**src/rtl/l2_norm_pkg.sv**
```systemverilog
// Shared defaults, counter-width helper and vector typedefs for the squared-L2-norm engine.
package l2_norm_pkg;

    localparam int DEF_IN_W    = 8;
    localparam int DEF_OUT_W   = 20;
    localparam int DEF_VEC_LEN = 16;

    // The sample counter must be at least one bit wide, even for single-sample vectors.
    function automatic int cnt_w(input int vec_len);
        return (vec_len > 1) ? $clog2(vec_len) : 1;
    endfunction

    typedef logic [DEF_IN_W-1:0]   sample_t;
    typedef logic [2*DEF_IN_W-1:0] square_t;
    typedef logic [DEF_OUT_W-1:0]  acc_t;

endpackage

```
**src/rtl/l2_square_stage.sv**
```systemverilog
// First two pipeline stages: register the sample, then register its square; valid travels alongside.
module l2_square_stage
    import l2_norm_pkg::*;
#(
    parameter int IN_W = DEF_IN_W
) (
    input  logic              clk,
    input  logic              reset,
    input  logic [IN_W-1:0]   a,
    input  logic              valid_in,
    output logic [2*IN_W-1:0] sq,
    output logic              v2
);

    logic [IN_W-1:0] a_q;
    logic            v1;

    always_ff @(posedge clk) begin
        if (reset) begin
            a_q <= '0;
            v1  <= 1'b0;
            sq  <= '0;
            v2  <= 1'b0;
        end else begin
            a_q <= a;
            v1  <= valid_in;
            sq  <= (2*IN_W)'(a_q) * (2*IN_W)'(a_q);
            v2  <= v1;
        end
    end

endmodule

```
**src/rtl/l2_sumsq_acc.sv**
```systemverilog
// Streaming sum-of-squares over fixed-length vectors with overflow flag.
// Define L2_SATURATE_EN to clamp the accumulator at all-ones instead of wrapping.
module l2_sumsq_acc
    import l2_norm_pkg::*;
#(
    parameter int IN_W    = DEF_IN_W,
    parameter int OUT_W   = DEF_OUT_W,
    parameter int VEC_LEN = DEF_VEC_LEN
) (
    input  logic             clk,
    input  logic             reset,
    input  logic [IN_W-1:0]  a,
    input  logic             valid_in,
    output logic [OUT_W-1:0] f,
    output logic             valid_out,
    output logic             overflow
);

    localparam int CW = cnt_w(VEC_LEN);
    localparam logic [CW-1:0] LAST_CNT = CW'(VEC_LEN - 1);

    if (OUT_W < 2*IN_W) begin : g_bad_width
        $error("l2_sumsq_acc: OUT_W must be at least 2*IN_W");
    end
    if (VEC_LEN < 1) begin : g_bad_len
        $error("l2_sumsq_acc: VEC_LEN must be at least 1");
    end

    logic [2*IN_W-1:0] sq;
    logic              v2;

    l2_square_stage #(.IN_W(IN_W)) u_square (
        .clk      (clk),
        .reset    (reset),
        .a        (a),
        .valid_in (valid_in),
        .sq       (sq),
        .v2       (v2)
    );

    logic [OUT_W-1:0] acc;
    logic [OUT_W-1:0] acc_next;
    logic [OUT_W:0]   sum;
    logic             carry;
    logic [CW-1:0]    cnt;
    logic             ovf_acc;

    assign sum   = {1'b0, acc} + (OUT_W+1)'(sq);
    assign carry = sum[OUT_W];

    // Once clamped, any further nonzero square carries again, so the clamp holds to vector end.
    always_comb begin
        acc_next = sum[OUT_W-1:0];
`ifdef L2_SATURATE_EN
        if (carry) begin
            acc_next = {OUT_W{1'b1}};
        end
`endif
    end

    always_ff @(posedge clk) begin
        if (reset) begin
            acc       <= '0;
            cnt       <= '0;
            ovf_acc   <= 1'b0;
            f         <= '0;
            overflow  <= 1'b0;
            valid_out <= 1'b0;
        end else begin
            valid_out <= 1'b0;
            if (v2) begin
                if (cnt == LAST_CNT) begin
                    f         <= acc_next;
                    overflow  <= ovf_acc | carry;
                    valid_out <= 1'b1;
                    acc       <= '0;
                    cnt       <= '0;
                    ovf_acc   <= 1'b0;
                end else begin
                    acc     <= acc_next;
                    cnt     <= cnt + 1'b1;
                    ovf_acc <= ovf_acc | carry;
                end
            end
        end
    end

endmodule

```
**config.mk**
```make
export PLATFORM = sky130hd
export DESIGN_NAME = l2_sumsq_acc
export DESIGN_NICKNAME = d
export VERILOG_FILES = /design/src/rtl/l2_norm_pkg.sv /design/src/rtl/l2_square_stage.sv /design/src/rtl/l2_sumsq_acc.sv
export SDC_FILE = /design/constraint.sdc
export NUM_CORES = 1
export LEC_CHECK = 0
export BUFFER_PORTS_ARGS = -buffer_cell sky130_fd_sc_hd__clkbuf_2
export CAP_MARGIN = 20
export CORE_ASPECT_RATIO = 0.7
export CORE_MARGIN = 2
export CORE_UTILIZATION = 60
export CTS_CLUSTER_DIAMETER = 50
export DETAILED_ROUTE_END_ITERATION = 12
export GPL_TIMING_DRIVEN = 0
export HOLD_SLACK_MARGIN = 0.03
export MAX_ROUTING_LAYER = met4
export PLACE_DENSITY = 0.79
export SKIP_CTS_REPAIR_TIMING = 1
export SYNTH_ARGS = -nofsm -noshare
export SYNTH_HDL_FRONTEND = slang
export SYNTH_HIERARCHICAL = 1
export SYNTH_SLANG_ARGS = --single-unit
```
**constraint.sdc**
```tcl
create_clock -name clk -period 10.9 [get_ports clk]
set_input_delay 1.635 -clock clk [delete_from_list [all_inputs] [get_ports clk]]
set_output_delay 1.635 -clock clk [all_outputs]
set_load 0.01 [all_outputs]
```
### Yosys cells after proc, flatten, opt, wreduce, memory -nomap -nowiden

Cells that the tools add are included.

| storage, ports and cells | value |
|---|---|
| flip-flop bits (word level) | 73 |
| bits of input ports | 11 |
| output and inout port bits | 22 |
| logic and storage cells | 22 |

| operators by class | value |
|---|---|
| $add $sub $neg | 2 |
| multiply operators | 1 |
| equality and inequality tests | 1 |
| mux-type cells | 4 |
| bitwise logic cells | 2 |
| reductions and logical operators | 2 |

Operators with widths:

| kind | count |
|---|---|
| adder 20 x 16 -> 21 bit | 1 |
| 2-to-1 mux 20 bit | 1 |
| multiplier 8 x 8 -> 16 bit | 1 |
| adder 4 x 1 -> 4 bit (second input constant) | 1 |
| equality test 4 bit (second input constant) | 1 |
| 2-to-1 mux 4 bit | 1 |
| 2-to-1 mux 1 bit | 2 |
| AND reduction 2 bit | 1 |
| OR reduction 2 bit | 1 |
| NOT 1 bit | 1 |
| bitwise OR 1 bit | 1 |

### Depth between registers and ports, before layout

Gate-level depths: netlist of run 1.

| logic depth | value |
|---|---|
| word-level depth | 3 |
| gate-level depth with buffers | 16 |
| depth with buffers taken out | 15 |

### Hierarchy

The synthesis of run 1 kept the hierarchy.

By module, submodules not included:

| module | times used | cells an instance | area each (µm²) | sequential area each (µm²) |
|---|---|---|---|---|
| l2_sumsq_acc | 1 | 295 | 2585.0 | 940.9 |
| l2_square_stage | 1 | 256 | 2358.5 | 500.5 |

### Worst setup path after synthesis of run 1

Ideal clock, no wire load.

| timing path | value |
|---|---|
| path type | flip-flop to flip-flop |
| start | register u_square.a_q[7] |
| end | register u_square.sq[14] |
| library setup time | 0.121 ns |
| arrival | 4.126 ns |
| slack | 6.653 ns |
| stages on the path, launching flop included | 15 |
| path buffers | 0 |
| path through | dfxtp_1 > nand2_1 > fa_1 > inv_1 > fa_1 > fa_1 > inv_1 > fa_1 > inv_1 > ha_1 > nand3_1 > a21oi_1 > or3b_2 > a21oi_1 > mux2_2 |

| on the way | value |
|---|---|
| longest elaborated chain between the ends | 1 |

RTL lines:

| what | RTL line | source |
|---|---|---|
| start: declaration | l2_square_stage.sv:15 | `logic [IN_W-1:0] a_q;` |
| start signal: assignment | l2_square_stage.sv:20 | `a_q <= '0;` |
| start signal: assignment | l2_square_stage.sv:25 | `a_q <= a;` |
| multiplier 8 x 8 -> 16 bit | l2_square_stage.sv:27 | `sq <= (2*IN_W)'(a_q) * (2*IN_W)'(a_q);` |
| end signal: assignment | l2_square_stage.sv:27 |  |
| end: declaration | l2_square_stage.sv:11 | `output logic [2*IN_W-1:0] sq,` |

Every way passes these cells.
A chain may end at the register's enable or synchronous reset.

### Final worst setup path of run 1

| timing path | value |
|---|---|
| start | register u_square.a_q[2] |
| end | register u_square.sq[15] |

The elaborated chain is that of the path after synthesis.

==> results of run 1 <==
==> worst paths after layout <==
path	to	start	slack, ns
setup / recovery	u_square/sq[15]	u_square/a_q[2]	6.24
hold / removal	u_square/v2	u_square/v1	0.45
setup reg to reg	u_square/sq[15]	u_square/a_q[2]	6.24
hold reg to reg	u_square/v2	u_square/v1	0.45
==> critical path: stages (launching register included) <==
cell	delay, ns
dfxtp_1	0.51
nand2_1	0.13
fa_1	0.55
inv_1	0.08
fa_1	0.53
fa_1	0.56
inv_1	0.06
fa_1	0.52
inv_1	0.04
ha_1	0.36
and3_1	0.24
and3_1	0.21
o221ai_1	0.16
a41oi_1	0.25
mux2_2	0.35
==> where the power goes <==
group	leakage [µW]	internal, µW	total, µW	switching (µW)
sequential	0.000585	273	280	6.89
clock	0.000155	205	314	109
combinational	0.00179	42.9	107	64.5
==> registers in the layout, indices dropped and copies added (netlist names) <==
| name | flops |
|---|---|
| acc | 20 |
| f | 20 |
| u_square/sq | 15 |
| u_square/a_q | 8 |
| cnt | 4 |
| overflow | 1 |
| ovf_acc | 1 |
| u_square/v1 | 1 |
| u_square/v2 | 1 |
| valid_out | 1 |
==> cells in the final DEF (no fill, tap or decap), drive strengths merged, types with 15 or more instances in the layout <==
cell,instances
o21ai,17
a21oi,41
ha,47
clkbuf,53
nand2,47
nor2,48
xnor2,15
inv,49
dfxtp,72
nor2b,19
and2,22
fa,26
==> cell families after synthesis <==
kind of cell / share of synthesized area (%)
AO/OA/AOI/OAI: 18.6
flip-flops: 29.2
XOR/XNOR: 4.43
adder cells (fa/ha/maj): 22.4
other: 0.0759
AND/OR/NAND/NOR: 18.6
buffers and inverters: 5.19
multiplexers: 1.49
==> final cells by class <==
| type | instances | share of cell area, % |
|---|---|---|
| Buffer | 17 | 1.24 |
| Clock buffer | 10 | 4.31 |
| Clock inverter | 5 | 1.47 |
| Inverter | 50 | 3.38 |
| Multi-Input combinational cell | 412 | 58.5 |
| Sequential cell | 72 | 26.0 |
| Tap cell | 101 | 2.28 |
| Timing Repair Buffer | 31 | 2.80 |
==> per-stage QoR <==
| step | setup slack [ns] | utilization [%] | std cells |
|---|---|---|---|
| after CTS | 6.28 | 69.9 | 698 |
| final | 6.24 | 69.9 | 698 |
| after detailed placement | 6.28 | 65.8 | 683 |
| after global placement | 6.35 | 65.8 | 683 |
| after floorplan | 6.65 | - | 551 |
| after global routing | 6.01 | 69.9 | 698 |
==> layer usage <==
layer / track usage (%) / vias to the layer above / share of wire [%]
met5: - / - / 0
li1: - / 1983 / -
met3: 6.38 / 19 / 4.5
met2: 43.6 / 97 / 46
met1: 34.7 / 1972 / 48
met4: 7.68 / 0 / 1.6
==> metrics.md, run 1 <==
| Metric | Value |
|---|---|
| Setup_tns | `0 ns` |
| Synth Flop Type | `dfxtp_1` |
| Largest area contributor in the netlist | `dfxtp_1` |
| Max Clk Rate | `215 MHz` |
| Clk_lat worst skew | `0.33 ns` |
| Total GRT Usage | `27.1%` |
| Core Rows | `27` |
| Cell count of the worst reg-to-reg path | `14` |
| Crit start category | `register` |
| Antenna diodes | `0` |
| Initial antenna violation count | `0` |
| Synth async-reset ratio | `0%` |
| Critical path class | `reg2reg` |
| Arr. time, crit path | `4.88 ns` |
| I/O pins | `33` |
| TritonRoute pass-1 iters | `5` |
| Final cycle utilization of the critical path | `42.7%` |
| # nets final | `677` |
| Max Cap Viol | `0` |
| Yosys cell types | `66` |
| Die Ht | `79.9 µm` |
| Initial Utilization | `62.3%` |
| Worst-path fanout max | `8` |
| WL/cell | `15.6 µm` |
| Routed Antenna Nets | `0` |
| Worst Hold Class | `reg2reg` |
| FF+latch count, synth | `72` |
| Fin. Hold Viols | `0` |
| Leakage | `0.00253 µW` |
| Most frequent cell after synthesis | `dfxtp_1` |
| Initial detailed-routing violation count | `313` |
| Placed cell area | `5230 µm²` |
| Critical Path End Type | `register` |
| Headroom to the max-slew limit | `53.4%` |
| Post-synthesis sequential area ratio | `29.2%` |
| Worst Skew | `0.00823 ns` |
| # fillers | `632` |
| Actual slew at the worst max-slew pin | `0.697 ns` |
| Share of the synthesized area in the top cell type | `29.2%` |
| GPL Wtd Cong | `0.901` |
| Num CTS Buffers | `9` |
| Top post-synthesis cells by area | `dfxtp_1, ha_1, fa_1` |
| Max-slew violation count | `0` |
| CTS clk-pin slew, worst paths | `0.06 ns` |
| # port buffers | `31` |
| Mapped Nets | `635` |
| Worst EP required | `11.12 ns` |
| DR vias/cell | `5.83` |
| Root Buffer Master | `clkbuf_16` |
| Share of cells above drive strength 1 | `12.1%` |
| Pin count of the biggest net entering global routing | `13` |
| Vias | `4071` |
| CTS tree | `done` |
| Syn_area_per_cell | `8.97 µm²` |
| Most instantiated cells after synthesis | `dfxtp_1, inv_1, nor2_1` |
| Post-route cell area | `5550 µm²` |
| Total clock sinks | `72` |
| Synth Warn # | `6` |
| Multi-input gate area | `3250 µm²` |
| DRC viols | `0` |
| Max VDD drop | `0.000123 V` |
| FF+latch area | `1440 µm²` |
| Tot Pwr | `701 µW` |
| Mapped Cells | `551` |
| EDFF count, synth | `0` |
| Htree depth | `3` |
| Die W | `112 µm` |
| Post-Route WL | `10900 µm` |
| Endpoints failing setup | `0` |
| Die area | `8990 µm²` |
| Status | `completed` |
| Clock Path Buffers | `2` |
| Grt total ovfl | `0` |
| Final HPWL DP | `8480 µm` |
| Hold Worst Slack | `0.445 ns` |
| Vias in the first global route | `3990` |
| Final Critical Period | `4.66 ns` |
| First-pass GRT wire length | `18900 µm` |
| Synthesized area | `4940 µm²` |
| Area Growth Syn to Fin | `12.2%` |
| WHS Path Cells | `1` |
| Core area | `7940 µm²` |
| RSZ-0062 raised after global routing | `no` |
| Power density cells | `126 nW/µm²` |
No activity file was read; power rests on OpenSTA's default activity.
==> run 2, diff against run 1 <==
- CORE_UTILIZATION: 60 -> 56
- PLACE_DENSITY: 0.79 -> 0.78
- clock period: 10.9 -> 3.75 ns (I/O delays scaled with it)
==> run 2 against run 1 <==
Effect of this change:
- the flow now finishes with violations (setup timing)
- total power increased to 3.0 times the previous value
- critical path depth unchanged
- critical endpoint unchanged
- final area increased by 5.8%
- flip-flop and latch count unchanged
- first-iteration DRC count decreased by 14%
- setup slack got worse by 6.5 ns
- wire length increased by 3.6%
- core utilization decreased by 0.96 points
- sequential share of layout area decreased by 0.94 points
- fmax increased by 16%
- cell count increased by 3.4%
==> metrics.md, run 2 (synthesis results as in run 1) <==
| Metric | Value |
|---|---|
| Vias in the first global route | `3853 (was 3990)` |
| Total GRT Usage | `25.7% (was 27.1%)` |
| Htree depth | `3 (unchanged)` |
| RSZ-0062 raised after global routing | `yes (was no)` |
| Vias | `4059 (was 4071)` |
| Area Growth Syn to Fin | `18.6% (was 12.2%)` |
| Fin. Hold Viols | `0 (unchanged)` |
| Initial antenna violation count | `0 (unchanged)` |
| CTS clk-pin slew, worst paths | `0.06 ns (about the same)` |
| Die W | `116 µm (was 112 µm)` |
| Initial Utilization | `58.1% (was 62.3%)` |
| Arr. time, crit path | `4.25 ns (was 4.88 ns)` |
| Share of cells above drive strength 1 | `20.9% (was 12.1%)` |
| Switching share of power | `28.2% (was 25.8%)` |
| Leakage | `0.00259 µW (was 0.00253 µW)` |
| Root Buffer Master | `clkbuf_16 (unchanged)` |
| TritonRoute pass-1 iters | `4 (was 5)` |
| NetSw | `584 µW (was 181 µW)` |
| # fillers | `710 (was 632)` |
| Max VDD drop | `0.000219 V (was 0.000123 V)` |
| Die area | `9610 µm² (was 8990 µm²)` |
| Multi-input gate area | `3480 µm² (was 3250 µm²)` |
| Clock Power Share | `42.5% (was 44.8%)` |
| Setup WS pre-CTS | `-0.388 ns (was 6.28 ns)` |
| DRC viols | `0 (unchanged)` |
| I/O pins | `33 (unchanged)` |
| Worst-path fanout max | `6 (was 8)` |
| Comb power frac | `18.3% (was 15.3%)` |
| DR vias/cell | `5.62 (was 5.83)` |
| Power density cells | `353 nW/µm² (was 126 nW/µm²)` |
| Headroom to the max-slew limit | `50.4% (was 53.4%)` |
| Worst Skew | `0.00862 ns (was 0.00823 ns)` |
| Status | `complete, but fails checks (was completed)` |
| Final Critical Period | `4.03 ns (was 4.66 ns)` |
| P_int | `1490 µW (was 521 µW)` |
| Post-layout util | `68.9% (was 69.9%)` |
| Clock Path Buffers | `2 (unchanged)` |
| R2r startpoint | `u_square/a_q[5] (was u_square/a_q[2])` |
| Worst Hold Launch | `a[4] (was u_square/v1)` |
| Crit start category | `register (unchanged)` |
| Post-Route WL | `11300 µm (was 10900 µm)` |
| Total clock sinks | `72 (unchanged)` |
| Antenna diodes | `0 (unchanged)` |
| Failing checks | `setup timing` |
| Initial detailed-routing violation count | `270 (was 313)` |
| Final HPWL DP | `8380 µm (was 8480 µm)` |
| Die Ht | `82.6 µm (was 79.9 µm)` |
| CTS tree | `done (unchanged)` |
| Most common cell after layout, fill and taps aside | `dfxtp_1 (unchanged)` |
| Grt total ovfl | `0 (unchanged)` |
| First-pass GRT wire length | `18400 µm (was 18900 µm)` |
| Clk_lat worst skew | `0.34 ns (was 0.33 ns)` |
| Endpoints failing setup | `6 (was 0)` |
| FF+latch area | `1470 µm² (was 1440 µm²)` |
| Largest regs | `acc x20, f x20, u_square/sq x15 (unchanged)` |
| Worst Setup SP | `u_square/a_q[5] (was u_square/a_q[2])` |
| Actual slew at the worst max-slew pin | `0.741 ns (was 0.697 ns)` |
| Worst EP required | `3.97 ns (was 11.12 ns)` |
| Final cycle utilization of the critical path | `107% (was 42.7%)` |
| Core Rows | `28 (was 27)` |
| Setup_tns | `-0.916 ns (was 0 ns)` |
| Routed Antenna Nets | `0 (unchanged)` |
| Most frequent cells in the layout | `dfxtp_1, nor2_1, nand2_1, inv_1, ha_1 (was dfxtp_1, inv_1, nor2_1, nand2_1, ha_1)` |
| Worst Hold Class | `in2reg (was reg2reg)` |
| Sequential power share | `39.2% (was 39.9%)` |
| # nets final | `681 (was 677)` |
| Max Clk Rate | `248 MHz (was 215 MHz)` |
| Critical Path End Type | `register (unchanged)` |
| Critical path class | `reg2reg (unchanged)` |
| Core area | `8510 µm² (was 7940 µm²)` |
| GPL Wtd Cong | `0.913 (was 0.901)` |
| Final worst slack | `-0.276 ns (was 6.24 ns)` |
| # port buffers | `31 (unchanged)` |
| Pin count of the biggest net entering global routing | `14 (was 13)` |
| WL/cell | `15.6 µm (about the same)` |
| Max Cap Viol | `0 (unchanged)` |
| Max-slew violation count | `0 (unchanged)` |
| Num CTS Buffers | `9 (unchanged)` |
[run 2: worst paths after layout]
kind	endpoint	slack [ns]	cells after the start
worst min register to register	f[1]	0.46	2
worst max register to register	u_square/sq[15]	-0.28	14
worst min-delay path	u_square/a_q[4]	0.43	2
worst max-delay path	u_square/sq[15]	-0.28	14
[run 2: critical path: stages, from the launching register on]
cell	delay [ns]
dfxtp_4	0.41
nand2_4	0.06
fa_1	0.54
inv_2	0.05
fa_1	0.49
fa_1	0.50
inv_1	0.05
fa_1	0.49
inv_2	0.04
ha_4	0.28
and3_4	0.18
and3_4	0.21
o221ai_4	0.10
a41oi_2	0.18
mux2_4	0.32
[run 2: area by class of cell]
class,count,share of cell area [%]
plain buffers,17,1.37
clock buffers,10,4.08
clock inverters,6,1.15
inverters,50,3.29
multi-input cells,412,59.4
flip-flops and latches,72,25.0
well taps,120,2.56
repair buffers,35,3.11
[run 2: layer usage]
metal	GRT usage, %	part of all wire (%)
met1	34.8	49
met2	40.2	46
met3	5.04	3.8
met4	5.71	0.65
met5	-	0
[run 2: power by group through the flow]
stage          Sequential, µW  Combinational [µW]  Clock [µW]
2_1_floorplan             821                 273           0
3_3_place_gp              829                 323           0
3_5_place_dp              829                 337           0
4_1_cts                   813                 342         883
5_1_grt                   816                 424         921
6_report                  812                 379         881
[run 2: metrics by stage]
stage / hold WS [ns] / area [µm²] / power, µW / instances
after floorplan: 0.414 / 5090 / 1090 / 551
after global placement: 0.440 / 5400 / 1150 / 702
after detailed placement: 0.449 / 5400 / 1170 / 702
after CTS: 0.425 / 5700 / 2040 / 718
after global routing: 0.429 / 5860 / 2160 / 722
final: 0.429 / 5860 / 2070 / 722
==> run 3, diff against run 2 <==
- HOLD_SLACK_MARGIN: 0.03 -> 0.1
- SETUP_SLACK_MARGIN: not set -> 0.4
==> run 3 against run 2 <==
Effect of this change:
- the run still ends with setup timing left
- wire length rose by 0.24%
- core utilization is 1.7 points higher
- setup slack gained 0.0022 ns
- sequential power about the same
- final area is 2.5% higher
- flip-flop and latch count unchanged
- combinational power grew 7.1%
- critical path depth did not move
- cell count is 1.2% higher
- total power grew 5.9%
- largest cell class unchanged
==> metrics.md, run 3 (synthesis results as in run 1) <==
| Metric | Value |
|---|---|
| Clk_lat worst skew | `0.34 ns (about the same)` |
| Sequential power share | `37.0% (was 39.2%)` |
| Worst R2R Setup Slack | `-0.27 ns (was -0.28 ns)` |
| GPL Wtd Cong | `0.896 (was 0.913)` |
| R2r startpoint | `u_square/a_q[2] (was u_square/a_q[5])` |
| Largest regs | `acc x20, f x20, u_square/sq x15 (unchanged)` |
| TritonRoute pass-1 iters | `4 (unchanged)` |
| Crit start category | `register (unchanged)` |
| I/O pins | `33 (unchanged)` |
| Vias | `4123 (was 4059)` |
| Clock Path Buffers | `2 (unchanged)` |
| Worst Skew | `0.00879 ns (was 0.00862 ns)` |
| Grt total ovfl | `0 (unchanged)` |
| CTS clk-pin slew, worst paths | `0.06 ns (about the same)` |
| Area Growth Syn to Fin | `21.6% (was 18.6%)` |
| # port buffers | `31 (unchanged)` |
| Critical path class | `reg2reg (unchanged)` |
| Most frequent cells in the layout | `dfxtp_1, nor2_1, nand2_1, ha_1, inv_1 (was dfxtp_1, nor2_1, nand2_1, inv_1, ha_1)` |
| Initial antenna violation count | `0 (unchanged)` |
| Total clock sinks | `72 (unchanged)` |
| CP endpoint | `u_square/sq[15] (unchanged)` |
| Final cycle utilization of the critical path | `107% (about the same)` |
| P_int | `1610 µW (was 1490 µW)` |
| Worst-path fanout max | `8 (was 6)` |
| Max Clk Rate | `249 MHz (was 248 MHz)` |
| # nets final | `690 (was 681)` |
| First-pass GRT wire length | `18000 µm (was 18400 µm)` |
| Total GRT Usage | `24.9% (was 25.7%)` |
| Worst Hold Launch | `a[4] (unchanged)` |
| RR Endpoint | `u_square/sq[15] (unchanged)` |
| NetSw | `582 µW (was 584 µW)` |
| Post-Route WL | `11300 µm (about the same)` |
| Cell count of the worst reg-to-reg path | `14 (unchanged)` |
| Pin count of the biggest net entering global routing | `14 (unchanged)` |
| Arr. time, crit path | `4.25 ns (about the same)` |
| Status | `complete, but fails checks (unchanged)` |
| RSZ-0062 raised after global routing | `yes (unchanged)` |
| Max VDD drop | `0.000235 V (was 0.000219 V)` |
| Final HPWL DP | `8320 µm (was 8380 µm)` |
| Die area | `9610 µm² (unchanged)` |
| Die W | `116 µm (unchanged)` |
| Power density cells | `365 nW/µm² (was 353 nW/µm²)` |
| Max Cap Viol | `0 (unchanged)` |
| Leakage | `0.00265 µW (was 0.00259 µW)` |
| DRC viols | `0 (unchanged)` |
| Die Ht | `82.6 µm (unchanged)` |
| Core Rows | `28 (unchanged)` |
| Critical Path End Type | `register (unchanged)` |
| Antenna diodes | `0 (unchanged)` |
| Fin. Hold Viols | `0 (unchanged)` |
| Headroom to the max-slew limit | `50.3% (was 50.4%)` |
| Share of cells above drive strength 1 | `23.9% (was 20.9%)` |
| Actual slew at the worst max-slew pin | `0.743 ns (was 0.741 ns)` |
| Failing checks | `setup timing (unchanged)` |
| Switching share of power | `26.5% (was 28.2%)` |
| Worst EP required | `3.98 ns (was 3.97 ns)` |
| Most common cell after layout, fill and taps aside | `dfxtp_1 (unchanged)` |
| Initial Utilization | `58.1% (unchanged)` |
| Final worst slack | `-0.274 ns (was -0.276 ns)` |
| Setup_tns | `-0.946 ns (was -0.916 ns)` |
| Num CTS Buffers | `9 (unchanged)` |
| Vias in the first global route | `3891 (was 3853)` |
| Core area | `8510 µm² (unchanged)` |
| Worst Hold Class | `in2reg (unchanged)` |
| Max-slew violation count | `0 (unchanged)` |
| Root Buffer Master | `clkbuf_16 (unchanged)` |
| Post-layout util | `70.6% (was 68.9%)` |
| Htree depth | `3 (unchanged)` |
| Routed Antenna Nets | `0 (unchanged)` |
| Clock Power Share | `44.5% (was 42.5%)` |
| Worst Setup SP | `u_square/a_q[2] (was u_square/a_q[5])` |
| Initial detailed-routing violation count | `255 (was 270)` |
| CTS tree | `done (unchanged)` |
| Final Critical Period | `4.02 ns (was 4.03 ns)` |
| WL/cell | `15.5 µm (was 15.6 µm)` |
| Comb power frac | `18.5% (was 18.3%)` |
| Endpoints failing setup | `6 (unchanged)` |
| DR vias/cell | `5.64 (was 5.62)` |
-- run 3: changes by cell type in the layout (fill, tap and decap cells not counted), sizes merged --
cell	before	now
buf	9	19
bufinv	1	2
clkinv	5	2
inv	50	51
-- run 3: stage by stage --
step | instance area (µm²) | std cells | hold WS, ns | power [µW] | worst slack [ns]
floorplan | 5100 | 551 | 0.414 | 1100 | -0.0942
global placement | 5410 | 702 | 0.441 | 1150 | -0.310
detailed placement | 5410 | 702 | 0.449 | 1170 | -0.311
CTS | 5750 | 718 | 0.421 | 2150 | -0.348
global route | 6010 | 731 | 0.433 | 2290 | -0.416
finish | 6010 | 731 | 0.422 | 2190 | -0.274
-- run 3: layout make-up --
cell class                 instances  area (µm²)
timing repair buffer              44         256
tap                              120         150
multi-input combinational        412        3510
inverter                          50         195
buffer                            17        80.1
clock buffer                      11         264
sequential                        72        1470
fill                             649        2500
clock inverter                     5        83.8
-- run 3: worst min path at each step --
stage,endpoint,slack (ns),depth (start not counted)
finish,u_square/a_q[4],0.42,2
global route,u_square/a_q[4],0.43,2
CTS,u_square/a_q[4],0.42,2
detailed placement,f[7],0.45,2
global placement,f[16],0.44,2
floorplan,u_square/v2,0.41,1
-- run 3: worst max-delay path, cell delays in order (launching register included) --
cell	delay, ns
dfxtp_4	0.41
nand2_4	0.06
fa_1	0.54
inv_2	0.05
fa_1	0.47
fa_1	0.52
inv_1	0.05
fa_1	0.48
inv_2	0.05
ha_4	0.28
and3_4	0.19
and3_4	0.21
o221ai_4	0.10
a41oi_2	0.20
mux2_4	0.31
-- run 3: power groups by stage --
| stage | combinational (µW) | clock [µW] | sequential, µW |
|---|---|---|---|
| final | 406 | 976 | 812 |
| after global routing | 448 | 1030 | 814 |
| after CTS | 344 | 990 | 813 |
| after detailed placement | 339 | 0 | 829 |
| after global placement | 327 | 0 | 828 |
| after floorplan | 276 | 0 | 821 |
-- run 3: layer usage --
metal,wire length [µm],GRT usage (%),up-vias,share of wire [%]
met3,673,6.64,15,6.0
met2,5340,39.9,108,47
met1,5110,32.1,1983,45
met4,165,5.00,0,1.5
met5,0,-,-,0
li1,-,-,2017,-
